### src/rtl/add_operand_sequencer.sv
// add_operand_sequencer
// Upstream feeder for the two-operand registered adder stage. Operand pairs
// arrive over a valid/ready handshake into a small FIFO. Each pair leaves as a
// single-cycle start pulse with registered a/b, with a programmable minimum
// idle spacing between pulses. A 2-bit shift register follows each start
// through the adder's 2-cycle latency so that busy covers results still in
// flight.
module add_operand_sequencer #(
  parameter int W     = 8,   // operand width, matches the adder
  parameter int DEPTH = 4,   // FIFO entries, power of two, >= 2
  parameter int GAP   = 0,   // idle cycles forced after each start pulse
  parameter int CW    = 16   // width of the issued-operation counter
) (
  input  logic                     clk,
  input  logic                     rst,
  input  logic                     in_valid,
  output logic                     in_ready,
  input  logic [W-1:0]             in_a,
  input  logic [W-1:0]             in_b,
  input  logic                     issue_en,
  input  logic                     flush,
  output logic                     start,
  output logic [W-1:0]             a,
  output logic [W-1:0]             b,
  output logic [$clog2(DEPTH):0]   count,
  output logic                     busy,
  output logic [CW-1:0]            issued_cnt
);

  localparam int AW = $clog2(DEPTH);
  // A GAP of zero still needs a one-bit counter that simply stays at zero.
  localparam int GW = (GAP > 0) ? $clog2(GAP + 1) : 1;

  localparam logic [AW:0]   FULL_COUNT = (AW + 1)'(DEPTH);
  localparam logic [GW-1:0] GAP_RELOAD = GW'(GAP);

  // FIFO storage, kept as two parallel arrays indexed by the same pointers
  logic [W-1:0]  mem_a [DEPTH];
  logic [W-1:0]  mem_b [DEPTH];

  logic [AW-1:0] wr_ptr;
  logic [AW-1:0] rd_ptr;
  logic [GW-1:0] gap_cnt;
  logic [1:0]    inflight;

  logic          push;
  logic          pop;

  // Handshake, issue decision and status, all derived from registered state
  always_comb begin
    in_ready = (count != FULL_COUNT);
    push     = in_valid && in_ready && !flush;
    // Pop looks at registered occupancy, so a pair pushed into an empty FIFO
    // cannot leave on the same edge it is accepted.
    pop      = (count != '0) && issue_en && (gap_cnt == '0) && !flush;
    busy     = (count != '0) | start | (|inflight);
  end

  // FIFO data write; storage needs no reset since count gates every read
  always_ff @(posedge clk) begin
    if (push) begin
      mem_a[wr_ptr] <= in_a;
      mem_b[wr_ptr] <= in_b;
    end
  end

  // FIFO pointers and occupancy; flush empties the queue and drops any push
  always_ff @(posedge clk or posedge rst) begin
    if (rst) begin
      wr_ptr <= '0;
      rd_ptr <= '0;
      count  <= '0;
    end else if (flush) begin
      wr_ptr <= '0;
      rd_ptr <= '0;
      count  <= '0;
    end else begin
      if (push) begin
        wr_ptr <= wr_ptr + AW'(1);
      end
      if (pop) begin
        rd_ptr <= rd_ptr + AW'(1);
      end
      case ({push, pop})
        2'b10:   count <= count + (AW + 1)'(1);
        2'b01:   count <= count - (AW + 1)'(1);
        default: count <= count;
      endcase
    end
  end

  // Issue stage: start pulse, registered operands and issue counter
  always_ff @(posedge clk or posedge rst) begin
    if (rst) begin
      start      <= 1'b0;
      a          <= '0;
      b          <= '0;
      issued_cnt <= '0;
    end else if (pop) begin
      start      <= 1'b1;
      a          <= mem_a[rd_ptr];
      b          <= mem_b[rd_ptr];
      issued_cnt <= issued_cnt + CW'(1);
    end else begin
      start      <= 1'b0;
    end
  end

  // Spacing counter: reloads on issue, otherwise runs down regardless of
  // issue_en or flush so a stall never stretches the enforced gap
  always_ff @(posedge clk or posedge rst) begin
    if (rst) begin
      gap_cnt <= '0;
    end else if (pop) begin
      gap_cnt <= GAP_RELOAD;
    end else if (gap_cnt != '0) begin
      gap_cnt <= gap_cnt - GW'(1);
    end
  end

  // In-flight tracker covering the adder's 2-cycle latency after each start
  always_ff @(posedge clk or posedge rst) begin
    if (rst) begin
      inflight <= '0;
    end else begin
      inflight <= {inflight[0], start};
    end
  end

endmodule
### config.mk
export PLATFORM = sky130hd
export DESIGN_NAME = add_operand_sequencer
export DESIGN_NICKNAME = d
export VERILOG_FILES = /design/src/rtl/add_operand_sequencer.sv
export SDC_FILE = /design/constraint.sdc
export NUM_CORES = 1
export LEC_CHECK = 0
export BUFFER_PORTS_ARGS = -buffer_cell sky130_fd_sc_hd__buf_2
export CORE_UTILIZATION = 64
export CTS_BUF_LIST = sky130_fd_sc_hd__clkbuf_8
export CTS_CLUSTER_SIZE = 16
export DETAILED_ROUTE_END_ITERATION = 8
export GPL_TIMING_DRIVEN = 0
export HOLD_SLACK_MARGIN = 0.15
export PLACE_DENSITY = 0.88
export SYNTH_ARGS = -nofsm -noshare
export SYNTH_HDL_FRONTEND = slang
export SYNTH_SLANG_ARGS = --single-unit
### constraint.sdc
create_clock -name clk -period 5.94 [get_ports clk]
set_clock_uncertainty 0.1 [all_clocks]
set_input_delay 1.188 -clock clk [delete_from_list [all_inputs] [get_ports clk]]
set_output_delay 1.188 -clock clk [all_outputs]
set_load 0.1 [all_outputs]
# [Yosys cells after proc, flatten, opt, wreduce, memory -nomap -nowiden]
# Memories as Yosys holds them, arrays and structs flattened. A register that Yosys moved wholly into a read port is not among the register bits.
# Index checks and enable logic that the tools add are counted.
[word_totals] inputBits=21 elab_cells=43 memories=2 mem_bits_rw=64 ff_bits=27
[classes] eq_ne=3 bitwise=3 n_reduce_logical=11 addsub=6 mux=11
[memory_table] memory="mem_a" words=4 width=8 rd=1 rd_ports_with_merged_regs=1 write_ports=1 line_no="38" source="logic [W-1:0] mem_a [DEPTH];"
[memory_table] memory="mem_b" words=4 width=8 rd=1 rd_ports_with_merged_regs=1 write_ports=1 line_no="39" source="logic [W-1:0] mem_b [DEPTH];"
[op_table] op="16-bit by 1-bit adder with 16-bit output (second input constant)" n=1
[op_table] op="2-bit two-way mux" n=4
[op_table] op="3-bit one-hot mux with 2 select lines" n=1
[op_table] op="3-bit nonzero test" n=2
[op_table] op="1-bit logical AND" n=5
[op_table] op="1-bit two-way mux" n=5
[op_table] op="2-bit by 1-bit adder with 2-bit output (second input constant)" n=2
[op_table] op="2-bit nonzero test" n=2
[op_table] op="3-bit by 1-bit adder with 3-bit output (second input constant)" n=1
[op_table] op="3-bit two-way mux" n=1
[op_table] op="3-bit inequality test (second input constant)" n=1
[op_table] op="3-bit by 1-bit subtractor with 3-bit output (second input constant)" n=1
[op_table] op="2-bit by 1-bit equality test with 1-bit output (second input constant)" n=1
[op_table] op="2-bit equality test (second input constant)" n=1
[op_table] op="1-bit bitwise OR" n=2
[op_table] op="2-bit OR reduction" n=1
[op_table] op="1-bit logical NOT" n=1
[op_table] op="1-bit NOT" n=1
[op_table] op="1-bit subtractor (second input constant)" n=1

# [Depth between registers and ports, before layout]
# Gate-level depths: netlist of the first run.
[depth] depth_word=7 mapped_depth=9 mapped_depth_nobuf=7

# [Least setup slack after synthesis of the first run]
# No wires, ideal clock.
[synth_timing] path_type="register to output" start="register count[1]" end="output busy" t_arrival_ns=2.029 path_buffers=1 stages_incl_launch_ff=4 path_slack_ns=2.623 path_cell_list="dfrtp_1 clkbuf_2 nor3_1 nand2_1"
[synth_via] elab_chain_len=3
[synth_rtl] element="start: declaration" line_no="25" source="output logic [$clog2(DEPTH):0] count,"
[synth_rtl] element="start signal: assignment" line_no="85" source="2'b10: count <= count + (AW + 1)'(1);"
[synth_rtl] element="start signal: assignment" line_no="86" source="2'b01: count <= count - (AW + 1)'(1);"
[synth_rtl] element="start signal: assignment" line_no="87" source="default: count <= count;"
[synth_rtl] element="3-bit nonzero test" line_no="56" source="busy = (count != '0) | start | (|inflight);"
[synth_rtl] element="1-bit bitwise OR (2 in series)" line_no="56"
[synth_rtl] element="end: declaration" line_no="26" source="output logic busy,"
# No other way between the ends.

# [Worst setup path after layout of the first run]
[layout_timing] start="input flush" end="register count[1]"
[layout_via] elab_chain_len=5 elab_cells_between_ends=8 cone_classes="eq/ne: 2; mux: 2; reduce/logical: 4"
[layout_rtl] element="start: declaration" line_no="21" source="input logic flush,"
[layout_rtl] element="1-bit logical NOT (*)" line_no="55" source="pop = (count != '0) && issue_en && (gap_cnt == '0) && !flush;"
[layout_rtl] element="1-bit logical AND (*)" line_no="55"
[layout_rtl] element="net pop" line_no="47" source="logic pop;"
[layout_rtl] element="2-bit by 1-bit equality test with 1-bit output or 2-bit equality test (tied branches)" line_no="84" source="case ({push, pop})"
[layout_rtl] element="3-bit one-hot mux with 2 select lines" line_no="84"
[layout_rtl] element="3-bit two-way mux" line_no="73" source="end else if (flush) begin"
# Mark *: on every way through the listed nets, which the timed path passes. The rest lies on a longest branch.
# A chain may end at the register's enable or synchronous reset.

==> results.toml, run 1 <==
[sta]
rsz0062_at_grt = "no"
worst_pin_slew_ps = 887
fin_crit_sh = 0.523
whs_ps = 300
slew_headroom = 0.409
min_period_ps = 3110
final_max_slew_viol_count = 0
tns_ps = 0
final_hold_viol_count = 0
timing.fmax_mhz = 322
finalSetupViolCount = 0
setup_slack_ps = 2830

[die]
dieArea_um2 = 6940
die_x_um = 83.3
die_y_um = 83.3
core-area_um2 = 6350
initial_core_util = 0.666
pin_count = 59
rows = 29

[clocking]
cts_made_buffers = 9
cts_tree = "yes"
htree_num_levels = 3
cts.repair_timing.setup_buffer_count = 0
cts-root-buf = "clkbuf_8"
clock_latency_ps = 360
cts_buffer_depth = 2
clk_pin_slew_ps = 100
cts_hold_buffers = 0
cts_sinks = 106
cts_resized = 0

[placed_design]
gp_congestion = 0.712
dp_slack_ps = 2460
postPlaceCellArea_um2 = 4630
placedCellCount = 373
dp_hpwl_um = 4680
numPortBuffers = 57

[cells_and_area]
fin_util = 0.758
areaGrowthSynthToFinish_pct = 13.8
multiInputGateArea_um2 = 1190
drive_above_1_share = 0.397
layout_common_cells = "edfxtp_1 (64), buf_2 (61), dfrtp_1 (42)"
fin_area_um2 = 4820
regArea_um2 = 2970
insertedDiodeCount = 0
final_nets = 334
layout_commonest_cell = "edfxtp_1"
fill_cells = 374
fin_cells = 389

[global_route]
grt_pass1_vias = 2347
track_usage = 0.225
gr-total-overflow = 0
grt_pass1_wl_um = 11700
antenna_found_initial = 0
grt_max_degree = 33

[job]
cap_violations = 0

[critical_path]
path_cells = "buf_2, clkbuf_1, nor2_1, buf_2, and2_1, fa_1, mux2i_1, o21a_1, nor3_1"
startpoint_type = "input pin"
max_stage_delay_ps = 530
crit_type = "in2reg"
crit_path_frequent_cell = "buf_2"
slowest_stage = "fa_1"
path_delay_family = "buffers and inverters"
cp_data_arrival_time_ps = 3290
crit_required_ps = 6120
end_kind = "flop"
worstPathBufferInverterCount = 3
worstPathMaxFanout = 10

[route]
wl_um = 7100
drt_iter0_drc = 105
viasPerCell = 5.92
post_drt_wl_per_cell_um = 18.2
ant_nets = 0
drt_pass1_iterations = 4
drc = 0
vias = 2301

[outcome]
run_status = "finished, final reports clean"

[yosys]
syn_area_per_cell_um2 = 17.8
syn-instance-count = 238
synth_edf_count = 64
async_reset_ff_frac = 0.396
ys_types = 36
synth_fp_nets = 265
syn_area_um2 = 4230
ys_seq_area_frac = 0.703
synth_seq_cells = 106
synth-warning-count = 0
synth_flop_cell = "edfxtp_1"

[power]
ir_drop_v = 0.000436
power.density_nw_per_um2 = 438
leakagePower_nw = 1.93
power_mw = 2.11

[min_path]
min_path_type = "reg2reg"
Yosys cell counts (2+ instances only):
| master | number | area share |
|---|---|---|
| nor3_1 | 4 | 0.0047 |
| buf_2 | 4 | 0.0047 |
| nor3_2 | 3 | 0.0071 |
| ha_1 | 5 | 0.015 |
| nand3_1 | 6 | 0.0071 |
| and4_1 | 4 | 0.0083 |
| clkbuf_1 | 2 | 0.0018 |
| dfrtp_1 | 42 | 0.25 |
| inv_1 | 3 | 0.0027 |
| nor2_1 | 7 | 0.0062 |
| xor2_1 | 6 | 0.012 |
| mux2_2 | 18 | 0.048 |
| a21oi_1 | 2 | 0.0024 |
| o21ai_0 | 2 | 0.0024 |
| o21a_1 | 2 | 0.0035 |
| edfxtp_1 | 64 | 0.45 |
| xnor2_1 | 12 | 0.025 |
| and2_1 | 7 | 0.010 |
| nand2_1 | 9 | 0.0080 |
| mux4_2 | 16 | 0.085 |
| nand4_1 | 3 | 0.0044 |
| and3_1 | 3 | 0.0044 |
final timing paths:
path	start	end	slack (ps)	depth (start not counted)
max in group asynchronous	rst	a[3]	4640	3
hold reg to reg	inflight[0]	inflight[1]	300	0
hold / removal	inflight[0]	inflight[1]	300	0
setup reg to reg	count[1]	count[1]	3170	9
min in group asynchronous	rst	b[3]	650	2
setup / recovery	flush	count[1]	2830	9
metal layers:
metal	routed length, um	vias to the layer above	track usage
li1	-	1036	-
met4	121	0	0.0878
met5	0	-	0
met2	3410	86	0.356
met3	393	9	0.0457
met1	3170	1170	0.314
flip-flops by register name, summed over array words and instances, names as in the netlist:
register and flops:
a 8, wr_ptr 2, count 3, mem_b 32, rd_ptr 2, b 8
inflight 2, start 1, mem_a 32, issued_cnt 16
power by group:
| part | total, mW | switching [mW] | internal (mW) |
|---|---|---|---|
| Clock | 0.413 | 0.253 | 0.160 |
| Sequential | 0.927 | 0.0585 | 0.868 |
| Combinational | 0.771 | 0.629 | 0.142 |
| Total | 2.11 | 0.941 | 1.17 |
cell families (layout without fill, tap and decap cells):
family	count (synthesis)	count (layout)	share of synthesized area
simple gates	49	49	0.0668
xor+xnor	18	18	0.0373
compound gates	11	11	0.0228
buf+inv	13	87	0.0157
fa+ha+maj	6	6	0.0195
mux	35	35	0.135
flops	106	106	0.703
final cells by class:
cell class                      count  share of cell area
Sequential cell                   106               0.617
Multi-Input combinational cell    119               0.248
Timing Repair Buffer               58              0.0634
Clock buffer                        9              0.0257
Tap cell                           77              0.0200
Clock inverter                      7              0.0122
Buffer                             10              0.0114
Inverter                            3             0.00234
No activity file was read; power rests on OpenSTA's default activity.
==> run 2: changes to the inputs <==
--- a/config.mk
+++ b/config.mk
@@ -5,14 +5,15 @@
 export SDC_FILE = /design/constraint.sdc
 export NUM_CORES = 1
 export LEC_CHECK = 0
+export ABC_AREA = 1
 export BUFFER_PORTS_ARGS = -buffer_cell sky130_fd_sc_hd__buf_2
-export CORE_UTILIZATION = 64
+export CORE_UTILIZATION = 59
 export CTS_BUF_LIST = sky130_fd_sc_hd__clkbuf_8
 export CTS_CLUSTER_SIZE = 16
 export DETAILED_ROUTE_END_ITERATION = 8
 export GPL_TIMING_DRIVEN = 0
 export HOLD_SLACK_MARGIN = 0.15
-export PLACE_DENSITY = 0.88
+export PLACE_DENSITY = 0.81
 export SYNTH_ARGS = -nofsm -noshare
 export SYNTH_HDL_FRONTEND = slang
 export SYNTH_SLANG_ARGS = --single-unit
==> constraint.sdc (replaced) <==
create_clock -name clk -period 3.21 [get_ports clk]
set_clock_uncertainty 0.1 [all_clocks]
set_input_delay 0.642 -clock clk [delete_from_list [all_inputs] [get_ports clk]]
set_output_delay 0.642 -clock clk [all_outputs]
set_load 0.1 [all_outputs]
==> run 2 against run 1 <==
Net effect:
- final area up 4.4%
- synthesized cell count up 67%
- largest power group is now combinational cells
- combinational power rose to 2.8 times the previous value
- register-to-register slack worse by 2200 ps
==> results.toml, run 2 <==
[outcome]
run_status = "finished, final reports clean"

[sta]
final_hold_viol_count = 0
final_max_slew_viol_count = 0
tns_ps = 0
min_period_ps = 2540
setup_slack_ps = 666
worst_pin_slew_ps = 961
timing.fmax_mhz = 393
fin_crit_sh = 0.793
rsz0062_at_grt = "no"
slew_headroom = 0.359
finalSetupViolCount = 0

[critical_path]
cp-startpoint = "count[0]"
cp_data_arrival_time_ps = 1800
rrSetupSlack_ps = 1010
max_stage_delay_ps = 460
path_cells = "nor2_2, nand2_1, or4_1, buf_2"
r2r_start = "count[0]"
worst-r2r-cell-count = 6
startpoint_type = "flop"
crit_type = "reg2out"
crit_required_ps = 2470
crit_path_end = "busy"
slowest_stage = "dfrtp_2"
r2r-end = "mem_b[3][2]"
worstPathMaxFanout = 5
end_kind = "output port"

[yosys]
yosysTopAreaCellShare = 0.438
ys_top_cells_by_count = "nand2_1 (101), edfxtp_1 (64), nor2_1 (57)"
syn-instance-count = 398
synthTopCellsByArea = "edfxtp_1 (44%), dfrtp_1 (24%), nand2_1 (8.6%)"
syn_area_um2 = 4390
yosysTopAreaCell = "edfxtp_1"
syn_area_per_cell_um2 = 11.0
async_reset_ff_frac = 0.396
synth_seq_cells = 106
synth_most_common_cell = "nand2_1"
synth_edf_count = 64
synth_flop_cell = "edfxtp_1"
synth_fp_nets = 425
ys_types = 29
ys_seq_area_frac = 0.677
synth-warning-count = 0

[die]
pin_count = 59
core-area_um2 = 7210
initial_core_util = 0.609
die_x_um = 88.3
rows = 31
dieArea_um2 = 7790
die_y_um = 88.3

[power]
power.density_nw_per_um2 = 954
seqPwrFrac = 0.378
ir_drop_v = 0.000404
p_switching_mw = 2.40
power_mw = 4.80
power.internal_mw = 2.40
comb_power_share = 0.456
leakagePower_nw = 2.20
switching_share = 0.500
clkPwrFrac = 0.166

[route]
wl_um = 8440
vias = 3028
drt_pass1_iterations = 5
drc = 0
viasPerCell = 5.29
drt_iter0_drc = 156
ant_nets = 0
post_drt_wl_per_cell_um = 14.8

[cells_and_area]
drive_above_1_share = 0.220
areaGrowthSynthToFinish_pct = 14.4
layout_common_cells = "nand2_1 (100), buf_2 (65), edfxtp_1 (64)"
layout_commonest_cell = "nand2_1"
final_nets = 495
fill_cells = 548
top_regs = "mem_a x32, mem_b x32, issued_cnt x16"
insertedDiodeCount = 0

[clocking]
cts_tree = "yes"
cts-root-buf = "clkbuf_8"
clock_latency_ps = 370
cts_buffer_depth = 2
cts_sinks = 106
cts_made_buffers = 9
clk_pin_slew_ps = 90
cts_hold_buffers = 0
cts.repair_timing.setup_buffer_count = 0
cts_resized = 0
htree_num_levels = 3

[global_route]
gr-total-overflow = 0
grt_pass1_wl_um = 13300
grt_max_degree = 43
grt_pass1_vias = 2852
track_usage = 0.236
antenna_found_initial = 0

[placed_design]
dp_hpwl_um = 5680
numPortBuffers = 58
dp_slack_ps = 834
gp_congestion = 0.853

[job]
cap_violations = 0

[min_path]
min_path_type = "reg2reg"
## run 2: changes by cell type after synthesis, sizes merged, moves of 7 or more
cell	change
nand2	+95
nor2	+52
o21ai	+39
inv	+21
mux2	-18
mux4	-16
o22ai	+16
xnor2	-9
and2	-7
## run 2: power by group through the flow
stage / clock network, mW / registers (mW) / logic, mW
after floorplan: 0 / 2.94 / 0.670
after global placement: 0 / 1.84 / 2.15
after detailed placement: 0 / 1.84 / 2.19
after CTS: 0.805 / 1.81 / 2.19
after global routing: 0.859 / 1.84 / 2.33
final: 0.796 / 1.81 / 2.19
## run 2: per-stage QoR
stage,cell area [um2],util,hold slack (ps),instances
4_1_cts,5030,0.697,284,572
5_1_grt,5030,0.697,295,572
3_3_place_gp,4810,0.667,253,555
3_5_place_dp,4830,0.670,264,556
2_1_floorplan,4400,-,247,398
6_report,5030,0.697,282,572
## run 2: layout make-up
class / count / area (um2) / area share
buffer: 14 / 77.6 / 0.0154
inverter: 24 / 90.1 / 0.0179
multi-input combinational: 254 / 1260 / 0.251
clock inverter: 7 / 67.6 / 0.0134
sequential: 106 / 2970 / 0.592
clock buffer: 9 / 124 / 0.0246
tap: 99 / 124 / 0.0246
timing repair buffer: 59 / 305 / 0.0607
## run 2: worst max-delay path, delay by kind of cell, from the launching register on
family | cells | cell delay [ps]
buffers and inverters | 1 | 300
flip-flops | 1 | 460
AND/OR/NAND/NOR | 3 | 680
## run 2: layer usage
| metal | vias to the layer above | track usage | wire (um) |
|---|---|---|---|
| met1 | 1441 | 0.307 | 3620 |
| li1 | 1464 | - | - |
| met3 | 10 | 0.0392 | 578 |
| met2 | 113 | 0.386 | 4110 |
| met4 | 0 | 0.122 | 127 |
| met5 | - | 0 | 0 |
## run 2: worst min path at each step
stage,startpoint,slack [ps],cells after the start,endpoint
after floorplan,inflight[0],250,0,inflight[1]
after global placement,inflight[0],250,0,inflight[1]
after detailed placement,inflight[0],260,0,inflight[1]
after CTS,inflight[0],280,0,inflight[1]
after global routing,inflight[0],300,0,inflight[1]
final,inflight[0],280,0,inflight[1]
## run 2: logic make-up after synthesis
group,synth area share
AO/OA/AOI/OAI,0.0764
XOR/XNOR,0.0279
adder cells (fa/ha/maj),0.0188
buffers and inverters,0.0382
flip-flops,0.677
AND/OR/NAND/NOR,0.162
==> run 3: changes to the inputs <==
--- a/config.mk
+++ b/config.mk
@@ -7,13 +7,13 @@
 export LEC_CHECK = 0
 export ABC_AREA = 1
 export BUFFER_PORTS_ARGS = -buffer_cell sky130_fd_sc_hd__buf_2
-export CORE_UTILIZATION = 59
+export CORE_UTILIZATION = 54
 export CTS_BUF_LIST = sky130_fd_sc_hd__clkbuf_8
 export CTS_CLUSTER_SIZE = 16
 export DETAILED_ROUTE_END_ITERATION = 8
 export GPL_TIMING_DRIVEN = 0
 export HOLD_SLACK_MARGIN = 0.15
-export PLACE_DENSITY = 0.81
+export PLACE_DENSITY = 0.78
 export SYNTH_ARGS = -nofsm -noshare
 export SYNTH_HDL_FRONTEND = slang
 export SYNTH_SLANG_ARGS = --single-unit
==> constraint.sdc (replaced) <==
create_clock -name clk -period 2.23 [get_ports clk]
set_clock_uncertainty 0.1 [all_clocks]
set_input_delay 0.446 -clock clk [delete_from_list [all_inputs] [get_ports clk]]
set_output_delay 0.446 -clock clk [all_outputs]
set_load 0.1 [all_outputs]
==> run 3 against run 2 <==
Net effect:
- die area is 9.0% higher
- count of clock-buffer cells in the layout unchanged
- final area is 2.3% higher
- hold slack worse by 140 ps
- power rose by 49%
- combinational power is 52% higher
==> results.toml, run 3 (synthesis results as in run 2) <==
[clocking]
htree_num_levels = 3
cts_tree = "yes"
cts_hold_buffers = 0
cts-root-buf = "clkbuf_8"
cts_made_buffers = 9
cts_sinks = 106
clk_pin_slew_ps = 100
clock_latency_ps = 360
cts_buffer_depth = 2

[route]
wl_um = 8780
drc = 0
drt_iter0_drc = 208
viasPerCell = 5.21
vias = 3009
drt_pass1_iterations = 5
ant_nets = 0
post_drt_wl_per_cell_um = 15.2

[sta]
finalSetupViolCount = 0
final_max_slew_viol_count = 0
fin_crit_sh = 0.999
timing.fmax_mhz = 449
min_period_ps = 2230
final_hold_viol_count = 0
worst_pin_slew_ps = 842
tns_ps = 0
rsz0062_at_grt = "yes"
whs_ps = 146
slew_headroom = 0.438

[global_route]
gr-total-overflow = 0
grt_pass1_wl_um = 14200
track_usage = 0.221
grt_pass1_vias = 2988
grt_max_degree = 43
antenna_found_initial = 0

[cells_and_area]
layout_common_cells = "nand2_1 (99), buf_2 (64), edfxtp_1 (64)"
areaGrowthSynthToFinish_pct = 17.0
fill_cells = 600
layout_commonest_cell = "nand2_1"
drive_above_1_share = 0.237
fin_cells = 578
regArea_um2 = 2980
final_nets = 498
multiInputGateArea_um2 = 1320
top_regs = "mem_a x32, mem_b x32, issued_cnt x16"
insertedDiodeCount = 0

[power]
power.density_nw_per_um2 = 1390
ir_drop_v = 0.000581
leakagePower_nw = 2.24

[critical_path]
r2r_start = "count[1]"
startpoint_type = "flop"
crit_required_ps = 1680
cp-startpoint = "count[1]"
crit_type = "reg2out"
end_kind = "output port"
worstPathMaxFanout = 2
cp_data_arrival_time_ps = 1680

[min_path]
min_path_type = "in2async"

[placed_design]
dp_hpwl_um = 5920
gp_congestion = 0.827
placedCellCount = 558
numPortBuffers = 58

[die]
dieArea_um2 = 8500
core-area_um2 = 7810
die_y_um = 92.2
initial_core_util = 0.563
pin_count = 59
die_x_um = 92.2
rows = 32

[outcome]
run_status = "finished, final reports clean"

[job]
cap_violations = 0
==> run 3: layout make-up <==
class / count / share of cell area
multi-input cells: 254 / 0.257
clock inverters: 7 / 0.0161
well taps: 102 / 0.0248
flip-flops and latches: 106 / 0.580
plain buffers: 14 / 0.0151
clock buffers: 9 / 0.0241
inverters: 24 / 0.0175
repair buffers: 62 / 0.0652
==> run 3: worst max-delay path, stage by stage, from the launching register on <==
cell     delay [ps]
dfrtp_4         510
nor2_4          130
nand2_2          70
or4_4           430
buf_12          180
==> run 3: routing by layer <==
layer  share of wire  vias to the layer above  global-route usage  wire [um]
li1                -                     1467                   -          -
met1            0.43                     1421               0.280       3810
met2            0.49                      103               0.369       4330
met3           0.054                       18              0.0547        473
met4           0.020                        0              0.0781        173
met5               0                        -                   0          0
==> run 3: metrics by stage <==
stage / power (mW) / area [um2] / worst slack, ps / utilization
detailed placement: 5.87 / 4880 / 105 / 0.625
CTS: 7.16 / 5120 / 3.76 / 0.656
floorplan: 5.27 / 4460 / 63.9 / -
global route: 7.48 / 5140 / -50.1 / 0.658
global placement: 5.81 / 4880 / -19.0 / 0.625
finish: 7.15 / 5140 / 1.47 / 0.658
==> run 3: final timing paths <==
check	slack (ps)	endpoint	cells after the start
setup / recovery	1	busy	4
hold / removal	150	issued_cnt[3]	2
setup reg to reg	100	count[2]	12
hold reg to reg	300	inflight[1]	0
max in group asynchronous	1260	count[1]	2
min in group clk	190	mem_a[2][5]	1
==> run 3: repair_timing <==
item                       4_1_cts  5_1_grt
resized for setup                5        1
setup endpoints to repair        1        2
pin swaps                        1        1
setup buffers                    3        1
==> run 3: report_power, final <==
part / switching [mW] / total (mW) / internal [mW]
sequential: 0.228 / 2.63 / 2.41
combinational: 2.67 / 3.32 / 0.647
clock: 0.658 / 1.20 / 0.543
total: 3.56 / 7.15 / 3.60
